$ cat src/rtl/rv_ctrl_pkg.sv
// Shared definitions for the multicycle control FSM: state encoding,
// opcode values (Instr[6:2]), control-word field positions and trap causes.
package rv_ctrl_pkg;

    typedef enum logic [2:0] {
        ST_FETCH  = 3'd0,
        ST_DECODE = 3'd1,
        ST_EXEC   = 3'd2,
        ST_MEM    = 3'd3,
        ST_WB     = 3'd4,
        ST_TRAP   = 3'd5
    } state_t;

    // Major opcodes as seen on Instr[6:2]
    localparam logic [4:0] OPC_LOAD   = 5'd0;
    localparam logic [4:0] OPC_OPIMM  = 5'd4;
    localparam logic [4:0] OPC_AUIPC  = 5'd5;
    localparam logic [4:0] OPC_STORE  = 5'd8;
    localparam logic [4:0] OPC_OP     = 5'd12;
    localparam logic [4:0] OPC_LUI    = 5'd13;
    localparam logic [4:0] OPC_BRANCH = 5'd24;
    localparam logic [4:0] OPC_JALR   = 5'd25;
    localparam logic [4:0] OPC_JAL    = 5'd27;

    // Decoder control word bit positions
    localparam int CW_PC_SEL      = 14;
    localparam int CW_IMM_SEL_HI  = 13;
    localparam int CW_IMM_SEL_LO  = 11;
    localparam int CW_REG_WEN     = 10;
    localparam int CW_BR_UN       = 9;
    localparam int CW_B_SEL       = 8;
    localparam int CW_A_SEL       = 7;
    localparam int CW_ALU_SEL_HI  = 6;
    localparam int CW_ALU_SEL_LO  = 3;
    localparam int CW_MEM_RW      = 2;
    localparam int CW_WB_SEL_HI   = 1;
    localparam int CW_WB_SEL_LO   = 0;

    // Trap cause codes
    localparam logic [1:0] CAUSE_NONE    = 2'b00;
    localparam logic [1:0] CAUSE_ILLEGAL = 2'b01;
    localparam logic [1:0] CAUSE_IMEM_TO = 2'b10;
    localparam logic [1:0] CAUSE_DMEM_TO = 2'b11;

    // True for every opcode this core executes; anything else traps in DECODE
    function automatic logic opcode_legal(input logic [4:0] opc);
        logic legal;
        case (opc)
            OPC_LOAD, OPC_OPIMM, OPC_AUIPC, OPC_STORE, OPC_OP,
            OPC_LUI, OPC_BRANCH, OPC_JALR, OPC_JAL: legal = 1'b1;
            default:                                legal = 1'b0;
        endcase
        return legal;
    endfunction

    // Loads and stores are the only instructions that visit MEM
    function automatic logic opcode_is_mem(input logic [4:0] opc);
        return (opc == OPC_LOAD) || (opc == OPC_STORE);
    endfunction

endpackage

$ cat src/rtl/wait_timer.sv
// Counts consecutive un-acknowledged request cycles. 'expired' flags the
// cycle in which the count would reach MAX_WAIT, so the FSM can leave on
// that same edge; an acknowledge in that cycle drops 'en' and wins.
module wait_timer #(
    parameter int MAX_WAIT = 255
) (
    input  logic clk,
    input  logic rst,
    input  logic clr,
    input  logic en,
    output logic expired
);

    localparam int CNT_W = $clog2(MAX_WAIT + 1);
    localparam logic [CNT_W-1:0] LAST_COUNT = CNT_W'(MAX_WAIT - 1);

    logic [CNT_W-1:0] count_reg;

    // Wait-cycle counter: clear has priority over counting
    always_ff @(posedge clk) begin
        if (rst || clr) begin
            count_reg <= '0;
        end else if (en) begin
            count_reg <= count_reg + 1'b1;
        end
    end

    assign expired = en && (count_reg == LAST_COUNT);

endmodule

$ cat src/rtl/multicycle_ctrl.sv
// Multicycle RV32 control unit: FETCH/DECODE/EXEC/MEM/WB sequencing with
// memory wait handling, timeout and illegal-opcode traps, and a retired
// instruction counter. Request outputs depend on state only; the load
// strobes that must coincide with an acknowledge are qualified by ready.
module multicycle_ctrl
    import rv_ctrl_pkg::*;
#(
    parameter int MAX_WAIT = 255
) (
    input  logic        clk,
    input  logic        rst,
    input  logic [4:0]  opcode_i,
    input  logic [14:0] ctrl_word_i,
    input  logic        imem_ready_i,
    input  logic        dmem_ready_i,
    output logic        imem_req_o,
    output logic        dmem_req_o,
    output logic        dmem_we_o,
    output logic        ir_we_o,
    output logic        pc_we_o,
    output logic        pc_sel_o,
    output logic        reg_we_o,
    output logic        trap_o,
    output logic [1:0]  cause_o,
    output logic [31:0] instret_o
);

    state_t      state_reg;
    logic        trap_reg;
    logic [1:0]  cause_reg;
    logic [31:0] instret_reg;

    logic in_fetch;
    logic in_mem;
    logic in_wb;
    logic is_store;
    logic timer_clr;
    logic timer_en;
    logic timer_expired;
    logic ctrl_unused;

    assign in_fetch = (state_reg == ST_FETCH);
    assign in_mem   = (state_reg == ST_MEM);
    assign in_wb    = (state_reg == ST_WB);
    assign is_store = (opcode_i == OPC_STORE);

    // Count while a request is outstanding; clear once it is acknowledged or
    // outside the request states, so the count is zero on entering FETCH/MEM.
    assign timer_en  = (in_fetch && !imem_ready_i) || (in_mem && !dmem_ready_i);
    assign timer_clr = !(in_fetch || in_mem)
                     || (in_fetch && imem_ready_i)
                     || (in_mem && dmem_ready_i);

    wait_timer #(
        .MAX_WAIT (MAX_WAIT)
    ) u_wait_timer (
        .clk     (clk),
        .rst     (rst),
        .clr     (timer_clr),
        .en      (timer_en),
        .expired (timer_expired)
    );

    // Main sequencer: state, trap flag/cause and retired-instruction count
    always_ff @(posedge clk) begin
        if (rst) begin
            state_reg   <= ST_FETCH;
            trap_reg    <= 1'b0;
            cause_reg   <= CAUSE_NONE;
            instret_reg <= '0;
        end else begin
            case (state_reg)
                ST_FETCH: begin
                    if (imem_ready_i) begin
                        state_reg <= ST_DECODE;
                    end else if (timer_expired) begin
                        state_reg <= ST_TRAP;
                        trap_reg  <= 1'b1;
                        cause_reg <= CAUSE_IMEM_TO;
                    end
                end
                ST_DECODE: begin
                    if (opcode_legal(opcode_i)) begin
                        state_reg <= ST_EXEC;
                    end else begin
                        state_reg <= ST_TRAP;
                        trap_reg  <= 1'b1;
                        cause_reg <= CAUSE_ILLEGAL;
                    end
                end
                ST_EXEC: begin
                    state_reg <= opcode_is_mem(opcode_i) ? ST_MEM : ST_WB;
                end
                ST_MEM: begin
                    if (dmem_ready_i) begin
                        if (is_store) begin
                            state_reg   <= ST_FETCH;
                            instret_reg <= instret_reg + 32'd1;
                        end else begin
                            state_reg <= ST_WB;
                        end
                    end else if (timer_expired) begin
                        state_reg <= ST_TRAP;
                        trap_reg  <= 1'b1;
                        cause_reg <= CAUSE_DMEM_TO;
                    end
                end
                ST_WB: begin
                    state_reg   <= ST_FETCH;
                    instret_reg <= instret_reg + 32'd1;
                end
                ST_TRAP: begin
                    state_reg <= ST_TRAP;
                end
                default: begin
                    state_reg <= ST_TRAP;
                end
            endcase
        end
    end

    // Output decode; everything is forced low while reset is held
    always_comb begin
        imem_req_o = 1'b0;
        ir_we_o    = 1'b0;
        dmem_req_o = 1'b0;
        dmem_we_o  = 1'b0;
        pc_we_o    = 1'b0;
        pc_sel_o   = 1'b0;
        reg_we_o   = 1'b0;
        if (!rst) begin
            imem_req_o = in_fetch;
            ir_we_o    = in_fetch && imem_ready_i;
            dmem_req_o = in_mem;
            dmem_we_o  = in_mem && ctrl_word_i[CW_MEM_RW];
            pc_we_o    = in_wb || (in_mem && dmem_ready_i && is_store);
            pc_sel_o   = in_wb && ctrl_word_i[CW_PC_SEL];
            reg_we_o   = in_wb && ctrl_word_i[CW_REG_WEN];
        end
    end

    assign trap_o    = trap_reg;
    assign cause_o   = cause_reg;
    assign instret_o = instret_reg;

    // Datapath-only control fields pass through this block untouched
    assign ctrl_unused = ^{ctrl_word_i[CW_IMM_SEL_HI:CW_IMM_SEL_LO],
                           ctrl_word_i[CW_BR_UN],
                           ctrl_word_i[CW_B_SEL],
                           ctrl_word_i[CW_A_SEL],
                           ctrl_word_i[CW_ALU_SEL_HI:CW_ALU_SEL_LO],
                           ctrl_word_i[CW_WB_SEL_HI:CW_WB_SEL_LO]};

endmodule

$ cat config.mk
export PLATFORM = sky130hd
export DESIGN_NAME = multicycle_ctrl
export DESIGN_NICKNAME = d
export VERILOG_FILES = /design/src/rtl/rv_ctrl_pkg.sv /design/src/rtl/wait_timer.sv /design/src/rtl/multicycle_ctrl.sv
export SDC_FILE = /design/constraint.sdc
export NUM_CORES = 1
export LEC_CHECK = 0
export CAP_MARGIN = 20
export CORE_MARGIN = 2
export CORE_UTILIZATION = 30
export DETAILED_ROUTE_END_ITERATION = 8
export DONT_BUFFER_PORTS = 1
export SYNTH_ARGS = -nofsm -noshare
export SYNTH_HDL_FRONTEND = slang
export SYNTH_SLANG_ARGS = --single-unit
$ cat constraint.sdc
create_clock -name clk -period 3.95 [get_ports clk]
set_input_delay 0.79 -clock clk [delete_from_list [all_inputs] [get_ports clk]]
set_output_delay 0.79 -clock clk [all_outputs]
set_load 0.005 [all_outputs]
Word-level counts from Yosys, hierarchy flattened:

Memory sizes are Yosys's and may differ from the RTL's.
Cells that the tools add are included.

* RAM bits: 0
* bits in latches: 0
* memories: 1
* output and inout port bits: 42
* word-level logic and storage cells: 77
* bits in read-only memories: 32
* register bits after elaboration: 46

* order comparisons: 0
* equal/unequal tests: 13
* add/subtract/negate cells: 2
* bitwise gates (word level): 0
* divide/modulo/power cells: 0
* reductions and logical operators: 26
* multipliers: 0
* shift-type cells: 0
* multiplexer cells: 30

Memory list
* (name not given): words 32, bits a word 1, rd ports 1, clocked after Yosys merged registers in 0, write ports 0, line rv_ctrl_pkg.sv:48 `case (opc)`

Operator list (number)
* 2-to-1 mux 32 bit: 2
* case mux 32 bit (2 select lines): 1
* adder 32 x 1 -> 32 bit, second input constant: 1
* 2-to-1 mux 3 bit: 6
* case mux 3 bit (5 select lines): 1
* 2-to-1 mux 1 bit: 13
* 2-to-1 mux 2 bit: 5
* logical AND 1 bit: 9
* adder 8 x 1 -> 8 bit, second input constant: 1
* equality test 8 bit, second input constant: 1
* inequality test 2 bit, second input constant: 4
* logical OR 1 bit: 7
* equality test 3 x 2 -> 1 bit, second input constant: 2
* inequality test 2 x 1 -> 1 bit, second input constant: 3
* case mux 2 bit (3 select lines): 1
* AND reduction 6 bit: 1
* equality test 5 x 4 -> 1 bit, second input constant: 1
* zero test 5 bit: 1
* AND reduction 4 bit: 1
* equality test 3 x 1 -> 1 bit, second input constant: 1
* equality test 3 bit, second input constant: 1
* zero test 1 bit: 3
* zero test 3 bit: 1
* case mux 1 bit (3 select lines): 1
* other kinds (3): 3

Depth between registers and ports, before layout:

* depth after elaboration: 7
* depth in mapped cells: 8
* mapped depth without buffers: 7

Cells and area by module:

Synthesis repeated with hierarchy kept, for this count alone.

* cells, all modules: 279
* area total of the unflattened synthesis: 2303.5 µm²

By module, submodules not included
* multicycle_ctrl: sequential area each 760.7 µm², cells each 237, instances 1, area an instance 1934.4 µm²
* wait_timer: sequential area each 160.2 µm², cells each 42, instances 1, area an instance 369.1 µm²

Least setup slack after synthesis:

OpenSTA, ideal clock, no wires.

* kind: input -> output
* start: input port opcode_i[1]
* end: output port pc_we_o
* setup slack: 1.420 ns
* path buffers: 1
* cell stages on the path: 4
* arrival time: 1.740 ns
* path through: or3_1 > buf_6 > o31a_1 > nor2_1

* cells in the longest elaborated chain, start to end: 4

Ends and longest elaborated chain
* start: declaration: line multicycle_ctrl.sv:12 `input logic [4:0] opcode_i,`
* equality test 5 x 4 -> 1 bit: line multicycle_ctrl.sv:45 `assign is_store = (opcode_i == OPC_STORE);`
* logical AND 1 bit: line multicycle_ctrl.sv:136 `pc_we_o = in_wb || (in_mem && dmem_ready_i && is_store);`
* logical OR 1 bit: line multicycle_ctrl.sv:136
* 2-to-1 mux 1 bit: line multicycle_ctrl.sv:131 `if (!rst) begin`
* end: declaration: line multicycle_ctrl.sv:20 `output logic pc_we_o,`

No other way between the ends.

Worst setup path after layout:

Same ends and word-level chain as after synthesis.

==> reports/metrics.cfg <==
[finish]
drive_gt1_share_pct = 5.73
layout.nets = 305
nFillCells = 821
largest_reg_flops = 32
fin_util_pct = 33.0
fin_area_mm2 = 0.00254
diodes = 0
areaGrowthSynthToFinish_pct = 7.31
final_cell_mix = dfxtp_1, nor2_1, nand2_1, a21oi_1
final_common_cell = dfxtp_1
instances_no_fill = 381

[floorplanning]
core_mm2 = 0.00769
io_pins = 66
initial_core_util_pct = 30.7
die_area_mm2 = 0.00860
die_height_um = 92.8
rows = 32
die_w_um = 92.8

[detailed_routing]
antenna_left = 0
drtIter0Drc = 79
num_vias = 1983
drcViolationCount = 0
dr.pass1.iters = 4
drt_wl_total_um = 5250
wl_per_cell_um = 13.8
avgViaCountPerCell = 5.20

[synth]
ys_seq_area_share_pct = 39.0
avgSynthCellArea_um2 = 8.35
netlist_area_mm2 = 0.00236
synth_nets = 310
synth_edf_count = 0
ys_types = 50
syn_inst = 283
ys_ff_latch = 46
ys.warnings.count = 0
ys.flop_type = dfxtp_1
synthArstFlopShare_pct = 0

[hold_path]
hp-class = flop to flop

[cts]
cts_tree = built
path_clk_slew_ps = 80
cts_resized = 0
clk_latency_ps = 300
cts_buffers = 5
hold_buffers = 0
cts.sinks = 46
htree_levels = 2
cts-root-buf = clkbuf_8
post_cts_buffers = 0
clk_path_buf_depth = 2

[setup_path]
cp-startpoint = opcode_i[1]
critPathMaxFanout = 6
slowest_delay_ps = 500
rrSetupSlack_ps = 1380
start_kind = primary input
slowest_stage = or3_1
critPathRequiredTime_ps = 3160
worstPathArrival_ps = 1870
reg2reg_depth = 5
cp_cell_sequence = or3_1 > o31a_1 > nor2_1
rr_endpoint = instret_o[22]$_SDFFE_PP0P_
crit_path_end_kind = primary output
crit_type = primary input to primary output
r2r-start = state_reg[1]$_SDFF_PP0_
crit_path_end = pc_we_o

[global_route]
grt_use_total_pct = 12.4
grt_pass1_vias = 1888
grt_pass1_wl_um = 8800
grt_max_degree = 44
antenna_found_initial = 0
grt-ovfl-total = 0

[power]
p_per_area_mw_per_mm2 = 388
sw_frac_of_total_pct = 26.8
power_leakage_nw = 0.757
p_comb_share_pct = 11.8
vdd_drop_max_mv = 0.152
power_frac_seq_pct = 52.6
internal-power_mw = 0.721
power_switching_mw = 0.263
p_clk_share_pct = 35.6

[timing]
max_clock_freq_mhz = 376
finalSetupViolCount = 0
fin_crit_ps = 2660
fin_skew_ps = 13.2
worstMarginPinSlew_ps = 1000
tns_ps = 0
period_share_pct = 67.3
slew_violations = 0
relSlewSlack_pct = 31.4
rsz0062_at_grt = false
finalHoldViolations = 0
holdWs_ps = 478

[run]
cap_violations = 0

[placement]
place_area_mm2 = 0.00243
gp_congestion = 0.802
dp_hpwl_um = 3770
port_buffers = 0
dp_cells = 373

[status]
status = completed

[metal layers]
| metal | track usage (%) | share of wire, % | vias to the layer above |
|---|---|---|---|
| li1 | - | - | 1006 |
| met1 | 14.9 | 45 | 930 |
| met2 | 21.1 | 49 | 43 |
| met3 | 4.31 | 6.1 | 4 |
| met4 | 3.06 | 0.40 | 0 |
| met5 | 0 | 0 | - |
[stage by stage]
step / power [mW] / setup WS (ps)
global placement: 0.646 / 1020
CTS: 0.996 / 1260
finish: 0.984 / 1290
global route: 1.04 / 1060
detailed placement: 0.646 / 997
floorplan: 0.629 / 1420
[cell families (layout without fill, tap and decap cells)]
group | Yosys count | count (layout) | share of synthesized area [%]
flip-flops | 46 | 46 | 39.0
adder cells (fa/ha/maj) | 3 | 3 | 1.59
AND/OR/NAND/NOR | 131 | 131 | 29.7
AO/OA/AOI/OAI | 60 | 60 | 17.1
XOR/XNOR | 22 | 22 | 8.15
multiplexers | 1 | 1 | 0.476
buffers and inverters | 20 | 16 | 4.02
[critical path: cells and delay by family]
family           cells  cell delay (ps)
AND/OR/NAND/NOR      2              670
AO/OA/AOI/OAI        1              400
[worst min path at each step]
stage / startpoint / to / slack [ps] / cells past startpoint
final: u_wait_timer.count_reg[0]$_SDFFE_PP0P_ / u_wait_timer.count_reg[0]$_SDFFE_PP0P_ / 480 / 1
after global routing: u_wait_timer.count_reg[0]$_SDFFE_PP0P_ / u_wait_timer.count_reg[0]$_SDFFE_PP0P_ / 500 / 1
after CTS: u_wait_timer.count_reg[0]$_SDFFE_PP0P_ / u_wait_timer.count_reg[0]$_SDFFE_PP0P_ / 480 / 1
after detailed placement: u_wait_timer.count_reg[0]$_SDFFE_PP0P_ / u_wait_timer.count_reg[0]$_SDFFE_PP0P_ / 470 / 1
after global placement: u_wait_timer.count_reg[0]$_SDFFE_PP0P_ / u_wait_timer.count_reg[0]$_SDFFE_PP0P_ / 460 / 1
after floorplan: u_wait_timer.count_reg[0]$_SDFFE_PP0P_ / u_wait_timer.count_reg[0]$_SDFFE_PP0P_ / 440 / 1
[layout make-up]
type,count,area [µm²],share of cell area (%)
flip-flops and latches,46,921,36.3
well taps,102,128,5.03
clock buffers,6,72.6,2.86
clock inverters,2,37.5,1.48
multi-input cells,217,1350,53.1
inverters,8,30.0,1.18
[power by group through the flow]
stage	Clock, mW	Sequential [mW]	Combinational [mW]
6_report	0.350	0.518	0.116
5_1_grt	0.381	0.522	0.132
4_1_cts	0.361	0.518	0.118
3_5_place_dp	0	0.529	0.117
3_3_place_gp	0	0.528	0.118
2_1_floorplan	0	0.507	0.122
[cell usage after synthesis, drive strengths merged, types with 3 or more instances]
library cell | number | share of area [%]
a2111oi | 3 | 2.2
a21oi | 22 | 4.7
and2 | 3 | 0.79
and3 | 3 | 0.79
buf | 5 | 1.6
clkbuf | 7 | 1.1
dfxtp | 46 | 39
ha | 3 | 1.6
inv | 8 | 1.3
nand2 | 23 | 3.7
nand3 | 12 | 3.0
nand4 | 12 | 3.2
nor2 | 37 | 6.0
nor3 | 4 | 0.85
nor3b | 5 | 1.6
nor4 | 5 | 2.0
o21ai | 17 | 3.6
o31ai | 5 | 2.2
or3 | 16 | 4.4
or4 | 4 | 1.3
xnor2 | 5 | 1.9
xor2 | 17 | 6.3
Note: power is estimated with default switching activity, not from simulation.
==> edit (config.mk and constraints unchanged) <==
Encoding of `state_t`: now one-hot (6 bits for 6 states).
--- a/src/rtl/rv_ctrl_pkg.sv
+++ b/src/rtl/rv_ctrl_pkg.sv
@@ -4,9 +4,9 @@
 
-    typedef enum logic [2:0] {
-        ST_FETCH  = 3'd0,
-        ST_DECODE = 3'd1,
-        ST_EXEC   = 3'd2,
-        ST_MEM    = 3'd3,
-        ST_WB     = 3'd4,
-        ST_TRAP   = 3'd5
+    typedef enum logic [5:0] {
+        ST_FETCH  = 6'b000001,
+        ST_DECODE = 6'b000010,
+        ST_EXEC   = 6'b000100,
+        ST_MEM    = 6'b001000,
+        ST_WB     = 6'b010000,
+        ST_TRAP   = 6'b100000
     } state_t;
Formal check against the unedited RTL: no difference found for any inputs over 10 cycles, from zero or initial values and one cycle with rst high; not proved beyond that.
==> edit against the unedited design <==
  * Sequential cell count increased by 3
  * Global-route usage decreased by 0.25 points
  * Synthesized area increased by 14%
  * Cell area increased by 12%
  * Wire length increased by 13%
  * Via count increased by 3.9%
  * Worst setup slack got worse by 0.026 ns
  * Largest cell class unchanged
Power is not compared: it rests on default switching activity, and its combinational part moved more than twofold at a synthesized area within 25%.
==> edit: results (changes against the unedited design) <==
Run status
  • Outcome: finished, final reports clean

Worst hold path
  • Hold Crit Start: trap_o
  • Hold Crit Depth: 2 (+1)
  • Hold Crit Endpoint: trap_o

Clock tree
  • Worst-Skew Late Latency: 0.30 ns (about the same)

Worst setup path
  • Worst-path fanout max: 10 (+4)
  • Worst EP arrival: 1.89 ns (+0.02 ns)
  • Worst r2r dst: instret_o[13]
  • R2R cell count: 6 (+1)
  • Flop-to-flop setup slack: 1.69 ns (+0.31 ns)
  • Worst setup path end: reg_we_o

Yosys
  • Synth cell count leaders: dfxtp_1, nor2_1, nand2_1, xnor2_1, a21oi_1
  • Sequential area share after synthesis: 36.3% (-2.6 points)
  • Distinct cells, synth: 48 (-4.0%)
  • Top cells by area, synth: dfxtp_1, xnor2_1, a2111oi_4

STA
  • Final Skew: 0.00851 ns (-0.00468 ns)
  • Fin crit period: 2.68 ns (+0.0258 ns)
  • Worst Tran Pin Value: 0.578 ns (-0.425 ns)

Detailed routing
  • Via count: 2060 (+3.9%)
  • Initial drt markers: 70 (-11%)
  • WL final: 5940 µm (+13%)

Cells and area
  • Fill count: 897 (+9.3%)
  • Final-stage net count: 320 (+4.9%)
  • Layout cells sized above 1: 9.18% (+3.4 points)

Global routing
  • Overall Global Routing Usage: 12.1% (-0.25 points)
  • First-pass GRT wire length: 9680 µm (+10%)

Placed design
  • Worst slack, placed: 1.37 ns (+0.376 ns)
  • HPWL Detailed: 4400 µm (+17%)
  • Routability cong.: 0.784 (-2.2%)
==> edit: cell types whose count changed in the layout (fill, tap and decap cells not counted), sizes merged, moves of 5 or more <==
cell / change
xnor2: +15
o21ai: -9
a211oi: +8
or3: -8
o31ai: -5
==> edit: worst max-delay path, cell delays in order, from the launching register on <==
cell and delay (ns):
dfxtp_1 0.45, nor3_4 0.28, nand3_2 0.35, nor3b_1 0.52
==> edit: metal layers <==
metal  track usage [%]  vias to the layer above  part of all wire [%]
met5                 0                        -                     0
met4              3.48                        0                  0.56
met3              5.25                        2                   7.4
met2              18.6                       35                    47
met1              15.6                      960                    45
li1                  -                     1063                     -
==> edit: stage by stage <==
step           cell area [µm²]  std cells  utilization, %  power [mW]  hold slack, ns
2_1_floorplan             2700        302               -       0.552           0.442
3_5_place_dp              2750        394            31.5       0.551           0.463
4_1_cts                   2840        402            32.6       0.849           0.483
6_report                  2840        402            32.6       0.840           0.482
5_1_grt                   2840        402            32.6       0.878           0.506
3_3_place_gp              2750        394            31.5       0.550           0.466
==> edit: layout make-up <==
class                   instances  area, µm²  area share (%)
inverters                       8       30.0            1.06
flip-flops and latches         49        981            34.6
clock inverters                 2       15.0           0.529
clock buffers                   6       72.6            2.56
multi-input cells             227       1590            56.0
repair buffers                  2       15.0           0.529
well taps                     108        135            4.76
==> edit: cells by family (layout without fill, tap and decap cells) <==
| kind of cell | count (synthesis) | after routing | synth area share [%] |
|---|---|---|---|
| compound gates | 57 | 57 | 19.0 |
| fa+ha+maj | 3 | 3 | 1.39 |
| buf+inv | 26 | 18 | 4.77 |
| simple gates | 134 | 134 | 27.8 |
| flops | 49 | 49 | 36.3 |
| xor+xnor | 33 | 33 | 10.7 |
